<file path="config.mk">
export PLATFORM = sky130hd
export DESIGN_NAME = pipelined_cla_adder
export DESIGN_NICKNAME = d
export VERILOG_FILES = /design/src/rtl/pipelined_cla_adder_pkg.sv /design/src/rtl/cla_group_pg.sv /design/src/rtl/pipelined_cla_adder.sv
export SDC_FILE = /design/constraint.sdc
export NUM_CORES = 1
export LEC_CHECK = 0
export BUFFER_PORTS_ARGS = -buffer_cell sky130_fd_sc_hd__buf_2
export CAP_MARGIN = 20
export CELL_PAD_IN_SITES_DETAIL_PLACEMENT = 0
export CELL_PAD_IN_SITES_GLOBAL_PLACEMENT = 2
export CORE_ASPECT_RATIO = 0.9
export CORE_MARGIN = 4
export CORE_UTILIZATION = 39
export DETAILED_ROUTE_END_ITERATION = 10
export PLACE_DENSITY = 0.84
export SLEW_MARGIN = 15
export SYNTH_ARGS = -nofsm -noshare
export SYNTH_HDL_FRONTEND = slang
export SYNTH_SLANG_ARGS = --single-unit
</file>
<file path="constraint.sdc">
create_clock -name clk -period 9.6 [get_ports clk]
set_clock_uncertainty 0.1 [all_clocks]
set_input_delay 2.4 -clock clk [delete_from_list [all_inputs] [get_ports clk]]
set_output_delay 2.4 -clock clk [all_outputs]
set_load 0.05 [all_outputs]
</file>
<file path="src/rtl/pipelined_cla_adder_pkg.sv">
// Shared ALU definitions for the carry-lookahead adder and its users.
// Holds default datapath sizing and the bit positions of the status flags
// so that the adder and downstream writeback logic agree on the layout.
package alu_defs;

  localparam int ALU_W     = 32;
  localparam int CLA_GROUP = 4;

  // Status bus bit positions
  localparam int FLAG_C = 0;
  localparam int FLAG_V = 1;
  localparam int FLAG_Z = 2;
  localparam int FLAG_N = 3;
  localparam int NFLAGS = 4;

  typedef logic [NFLAGS-1:0] flags_t;

endpackage

</file>
<file path="src/rtl/cla_group_pg.sv">
// First-level lookahead group: per-bit propagate/generate plus the group
// propagate (GP) and group generate (GG) terms. Purely combinational.
//
// Ports:
//   a, bx  in   GROUP  operand bits for this group (bx already inverted for sub)
//   p, g   out  GROUP  per-bit propagate (a^bx) and generate (a&bx)
//   gp     out  1      all bits of the group propagate
//   gg     out  1      the group produces a carry out on its own
module cla_group_pg #(
  parameter int GROUP = 4
) (
  input  logic [GROUP-1:0] a,
  input  logic [GROUP-1:0] bx,
  output logic [GROUP-1:0] p,
  output logic [GROUP-1:0] g,
  output logic             gp,
  output logic             gg
);

  always_comb begin
    p  = a ^ bx;
    g  = a & bx;
    gp = &p;
    // Walk from LSB to MSB: gg = g[n-1] | p[n-1]&(g[n-2] | p[n-2]&(...)).
    gg = 1'b0;
    for (int i = 0; i < GROUP; i++) begin
      gg = g[i] | (p[i] & gg);
    end
  end

endmodule

</file>
<file path="src/rtl/pipelined_cla_adder.sv">
// Two-level carry-lookahead adder/subtractor with a 2-stage valid/ready
// pipeline. Stage 1 registers per-bit and per-group propagate/generate;
// stage 2 resolves group carries, forms the sum and the ALU flags and
// registers them into the output stage.
//
// Ports:
//   clk        in   1      rising-edge clock
//   rst        in   1      synchronous reset, active-low
//   in_valid   in   1      operand beat present
//   in_ready   out  1      beat accepted this cycle
//   a, b       in   WIDTH  operands
//   c_in       in   1      carry-in (ignored when sub=1)
//   sub        in   1      1 = a - b (a + ~b + 1)
//   out_valid  out  1      result beat present
//   out_ready  in   1      consumer accepts result
//   sum        out  WIDTH  result
//   c_out      out  1      carry out of MSB (for sub: 1 means a >= b unsigned)
//   ovf        out  1      signed overflow
//   zero       out  1      sum == 0
//   neg        out  1      sum MSB
module pipelined_cla_adder
  import alu_defs::*;
#(
  parameter int WIDTH = ALU_W,
  parameter int GROUP = CLA_GROUP
) (
  input  logic             clk,
  input  logic             rst,
  input  logic             in_valid,
  output logic             in_ready,
  input  logic [WIDTH-1:0] a,
  input  logic [WIDTH-1:0] b,
  input  logic             c_in,
  input  logic             sub,
  output logic             out_valid,
  input  logic             out_ready,
  output logic [WIDTH-1:0] sum,
  output logic             c_out,
  output logic             ovf,
  output logic             zero,
  output logic             neg
);

  localparam int NGRP = (GROUP > 0) ? (WIDTH / GROUP) : 1;

  generate
    if (GROUP < 1 || (WIDTH % GROUP) != 0) begin : g_bad_param
      $error("pipelined_cla_adder: WIDTH must be a positive multiple of GROUP");
    end
  endgenerate

  // Operand prep and first-level lookahead
  logic [WIDTH-1:0] bx;
  logic             cx;
  logic [WIDTH-1:0] p_d, g_d;
  logic [NGRP-1:0]  gp_d, gg_d;

  assign bx = sub ? ~b : b;
  assign cx = sub | c_in;

  generate
    for (genvar k = 0; k < NGRP; k++) begin : g_grp
      cla_group_pg #(.GROUP(GROUP)) u_pg (
        .a  (a [k*GROUP +: GROUP]),
        .bx (bx[k*GROUP +: GROUP]),
        .p  (p_d[k*GROUP +: GROUP]),
        .g  (g_d[k*GROUP +: GROUP]),
        .gp (gp_d[k]),
        .gg (gg_d[k])
      );
    end
  endgenerate

  // Handshake
  logic s1_valid;
  logic adv1, adv2;

  assign adv2     = !out_valid || out_ready;
  assign adv1     = !s1_valid || adv2;
  assign in_ready = adv1;

  // Stage 1 registers
  logic [WIDTH-1:0] s1_p, s1_g;
  logic [NGRP-1:0]  s1_gp, s1_gg;
  logic             s1_cx;
  logic             s1_a_msb, s1_bx_msb;

  always_ff @(posedge clk) begin
    if (!rst) begin
      s1_valid <= 1'b0;
    end else if (adv1) begin
      s1_valid <= in_valid;
    end
  end

  // Payload needs no reset: it is only observed behind s1_valid.
  always_ff @(posedge clk) begin
    if (in_valid && adv1) begin
      s1_p      <= p_d;
      s1_g      <= g_d;
      s1_gp     <= gp_d;
      s1_gg     <= gg_d;
      s1_cx     <= cx;
      s1_a_msb  <= a[WIDTH-1];
      s1_bx_msb <= bx[WIDTH-1];
    end
  end

  // Stage 2: group carry chain, intra-group carries, sum and flags
  logic [WIDTH-1:0] cin_bit;
  logic [WIDTH-1:0] sum_d;
  logic             c_grp, c_run;
  flags_t           flags_d;

  always_comb begin
    cin_bit = '0;
    c_grp   = s1_cx;
    c_run   = 1'b0;
    for (int k = 0; k < NGRP; k++) begin
      c_run = c_grp;
      for (int j = 0; j < GROUP; j++) begin
        cin_bit[k*GROUP + j] = c_run;
        c_run = s1_g[k*GROUP + j] | (s1_p[k*GROUP + j] & c_run);
      end
      // Next group's carry comes from the lookahead terms, not the ripple.
      c_grp = s1_gg[k] | (s1_gp[k] & c_grp);
    end
    sum_d = s1_p ^ cin_bit;

    flags_d         = '0;
    flags_d[FLAG_C] = c_grp;
    // Same result as carry-into-MSB ^ carry-out: like-signed operands
    // producing a result of the opposite sign.
    flags_d[FLAG_V] = (s1_a_msb == s1_bx_msb) && (sum_d[WIDTH-1] != s1_a_msb);
    flags_d[FLAG_Z] = ~|sum_d;
    flags_d[FLAG_N] = sum_d[WIDTH-1];
  end

  // Output registers
  flags_t flags_q;

  always_ff @(posedge clk) begin
    if (!rst) begin
      out_valid <= 1'b0;
      sum       <= '0;
      flags_q   <= '0;
    end else if (adv2) begin
      out_valid <= s1_valid;
      if (s1_valid) begin
        sum     <= sum_d;
        flags_q <= flags_d;
      end
    end
  end

  assign c_out = flags_q[FLAG_C];
  assign ovf   = flags_q[FLAG_V];
  assign zero  = flags_q[FLAG_Z];
  assign neg   = flags_q[FLAG_N];

endmodule
</file>
; Word-level counts from Yosys, hierarchy flattened
; Cells that the tools add are included.
[classes]
n_eq_ne = 2
muxes = 1
bitwise_logic = 131
n_reduce_logical = 17
[ops]
columns = cell, count
row1 = $or A1 B1 Y1, 57
row2 = $and A1 B1 Y1, 56
row3 = $and A4 B4 Y4, 8
row4 = $mux W32, 1
row5 = $not A32 Y32, 1
row6 = $reduce_and A4 Y1, 8
row7 = $reduce_or A32 Y1, 1
row8 = $xor A32 B32 Y32, 1
row9 = $xor A4 B4 Y4, 8
row10 = $logic_not A1 Y1, 3
row11 = $logic_and A1 B1 Y1, 2
row12 = $logic_or A1 B1 Y1, 2
row13 = $reduce_and A2 Y1, 1
row14 = $eq A1 B1 Y1, 1
row15 = $ne A1 B1 Y1, 1
[word_totals]
register_bits = 120
in_bits = 70
output_inout_bits = 38
wordCells = 162

; Logic depth before layout (Yosys ltp)
[depth]
depth_word = 23
depth_mapped = 13
mapped_depth_nobuf = 13

; By module
; Synthesis repeated with hierarchy kept, for this count alone.
[hier_totals]
hier_cells = 432
area_unflattened_um2 = 5191.2
[modules_own_cells]
columns = module, n_inst, cells_per_inst, area_each_um2, seq_area_each_um2
row1 = pipelined_cla_adder, 1, 360, 4570.6, 2992.9
row2 = cla_group_pg, 8, 9, 77.6, 0.0

; Worst setup path after synthesis
; No wires, ideal clock.
[synth_path]
path_type = input to output
start = in out_ready
end = out in_ready
arrival_ns = 2.949
slack_ns = 4.151
path_stages = 2
cell_sequence = nor2b_1 -> nand2_1
[synth_between]
elab_chain_cells = 2
[synth_lines]
columns = item, line_no
row1 = start: declaration, pipelined_cla_adder.sv:36  ; input logic out_ready,
row2 = $logic_or A1 B1 Y1, pipelined_cla_adder.sv:78  ; assign adv2 = !out_valid || out_ready;
row3 = $logic_or A1 B1 Y1, pipelined_cla_adder.sv:79  ; assign adv1 = !s1_valid || adv2;
row4 = end: declaration, pipelined_cla_adder.sv:30  ; output logic in_ready,
; Every way passes these cells.

; Worst setup path in the final report
; Ends and elaborated chain as after synthesis.

==> metrics.txt <==
DP Area 5907 sq um; R2R setup slack 5700 ps; GR Util All Layers around 15%; vias in the first global route 3516; Clk Latency, worst-skew pair approximately 340 ps; Iter 0 DRT Violations 184; ant diodes 0; fin worst setup slack 4013 ps; Die W 129.8 microns; final slew viol count 0; dpl ws 4015 ps; post-CTS setup buffer count 0; final worst path period share 58.20%; layout cells sized above 1 27.31%; sequential area share after synthesis 57.49%; first-pass GRT wire length around 18 mm; crit path capture in_ready; WL/cell 15.34 microns; DRC 0; critical path arrival 3090 ps; Max Freq about 180 MHz; R2R cell count 13; routability cong. between 0.7 and 0.8; TritonCTS clock tree done; Critical R2R Launch s1_cx; Synth async-reset ratio 0%; root buf cell clkbuf_16; num ports between 100 and 150; Detailed Route WL 10.83 mm; Reg clk slew, reported paths roughly 60 ps; main flop type after synthesis edfxtp_1; status finished clean; sw frac a little over a quarter; Initial Util between 40% and 50%; total gr overflow 0; syn_area_per_cell between 10 and 15 sq um; Switch Pwr 321.7 uW; largest net degree at the start of global routing 76; H-tree depth 3; Yosys Warn Count 0; full die area between 15000 and 20000 sq um; max cap viols 0; Critical Path Sink Type output port; fillers 1208; hold crit path type register to register; 1st-pass router iterations 4; Layout Nets 663; Synth Register Bits 112; critical path's largest stage delay 260 ps; Crit Path Class input port to output port; IO Port Bufs between 100 and 150; Worst slew margin approximately a third; Core ar. between 10000 and 15000 sq um; Clock power frac between 30% and 40%; Mapped Area approximately 5200 sq um; CTS resizes 0; row cnt 39; maximum VDD drop roughly 80 uV; most used cell, CP buf_2; CP max FO 5; DR vias 3430; Leak Pwr around 2.6 nW; CTS Sinks 112; Int Power approximately 850 uW; initial antenna violation count 0; Worst Path Required 7100 ps; Synth cell types 34; ANT nets after route 0; Slowest-stage cell, CP nor2b_1; crit path launch type input port; Final min period around 5600 ps; CP startpoint out_ready; final setup fails 0; Comb pwr share 19.3%; R2R Path End flags_q[2]; setup tns final 0 ps; DR vias/cell 4.858; Reg power frac roughly half; Mapped Cells approximately 430; Net Count, Synth roughly 560; Cell Chain, Critical Path buf_2, nor2b_1, nand2_1, buf_2; design area roughly 6200 sq um; clock buffer depth 2; Inserted Clock Buffers 9; Post-synth EDFFs 75; RSZ-0062 raised after global routing false; Area Overhead vs Synth 19.03%; total power 1.176 mW; DIE HEIGHT 117.6 microns; Pwr per Cell Area 189.7 nW/um^2; hold buffers post-CTS 0; Final Hold Viols 0; Worst Tran Pin Value 1024 ps; HPWL Detailed 7.882 mm
state kept, by name, indices dropped and copies added, names as in the netlist:
| name | count |
|---|---|
| s1_gp | 8 |
| s1_bx_msb | 1 |
| s1_a_msb | 1 |
| s1_gg | 8 |
| s1_cx | 1 |
| sum | 32 |
| flags_q | 3 |
| out_valid | 1 |
| s1_valid | 1 |
| s1_p | 32 |
| s1_g | 24 |
cell type report:
type                       count  area, sq um  area share [%]
clock inverter                 5        57.56          0.9287
sequential                   112         2993           48.29
tap                          164        205.2           3.311
clock buffer                  11        232.7           3.755
timing repair buffer         111        565.5           9.126
multi-input combinational    302         2140           34.52
inverter                       1        3.754         0.06057
cells in the mapped netlist (2+ instances only):
cell	instances	share of area, %
nand2_1	67	4.8
nor4_1	5	0.60
nor2b_1	10	1.2
nor2_2	2	0.24
xnor2_1	8	1.3
o21a_1	2	0.29
nand2b_1	9	1.1
xor2_1	32	5.4
edfxtp_1	75	43
or4_1	2	0.29
a21o_1	7	1.0
or2_2	17	2.0
a21oi_1	42	4.0
o21ai_0	10	0.96
and4_1	8	1.3
clkbuf_1	7	0.50
nand4_1	2	0.24
nor2_1	12	0.87
buf_2	8	0.77
ha_1	56	13
dfxtp_1	37	14
worst min path at each step:
stage / cells past startpoint / slack (ps) / from / endpoint
after floorplan: 2 / 370 / s1_gg[7] / flags_q[0]
after global placement: 2 / 340 / sum[5] / sum[5]
after detailed placement: 2 / 340 / sum[30] / sum[30]
after CTS: 2 / 350 / sum[30] / sum[30]
after global routing: 2 / 370 / sum[30] / sum[30]
final: 2 / 350 / sum[25] / sum[25]
power groups by stage:
stage | sequential (mW) | combinational, mW | clock [mW]
after global placement | 0.594 | 0.228 | 0
after CTS | 0.585 | 0.232 | 0.374
after global routing | 0.588 | 0.257 | 0.395
after detailed placement | 0.595 | 0.229 | 0
final | 0.584 | 0.227 | 0.364
after floorplan | 0.631 | 0.119 | 0
critical path, delay by kind of cell:
kind	cells	cell delay [ps]
and+or+nand+nor	2	370
buffers and inverters	2	310
cells in the final DEF, fill, tap and decap left out, types with 2 or more instances in the layout:
| cell type | count |
|---|---|
| edfxtp_1 | 75 |
| o21a_1 | 2 |
| nand2_1 | 67 |
| nor4_1 | 5 |
| nand4_1 | 2 |
| a21o_1 | 7 |
| or4_1 | 2 |
| nor2_2 | 2 |
| and4_1 | 8 |
| buf_2 | 107 |
| clkbuf_1 | 2 |
| a21oi_1 | 42 |
| clkinvlp_4 | 3 |
| nor2b_1 | 9 |
| dfxtp_1 | 37 |
| clkbuf_16 | 9 |
| o21ai_0 | 10 |
| nand2b_1 | 9 |
| nor2_1 | 12 |
| xnor2_1 | 8 |
| ha_1 | 56 |
| or2_2 | 17 |
| buf_4 | 4 |
| xor2_1 | 32 |
per-layer routing:
metal	track usage [%]	part of all wire (%)
met4	5.260	1.9
met5	0	0
met1	19.88	46
met2	23.45	47
met3	3.358	5.0
cell families after synthesis:
| kind of cell | Yosys count | synth area share (%) |
|---|---|---|
| AOI/OAI and AO/OA | 67 | 7.522 |
| DFF | 112 | 57.49 |
| and+or+nand+nor | 139 | 13.31 |
| xor gates and xnor gates | 40 | 6.729 |
| buffers and inverters | 17 | 1.490 |
| adders and majority gates | 56 | 13.46 |
per-stage QoR:
step | util (%) | hold slack [ps] | cells
final | 48.11 | 350.5 | 706
after global routing | 48.11 | 372.7 | 706
after CTS | 48.11 | 353.4 | 706
after detailed placement | 45.85 | 343.7 | 690
after global placement | 45.85 | 341.0 | 690
after floorplan | - | 369.1 | 431
Power figures use the tool's default switching activity.
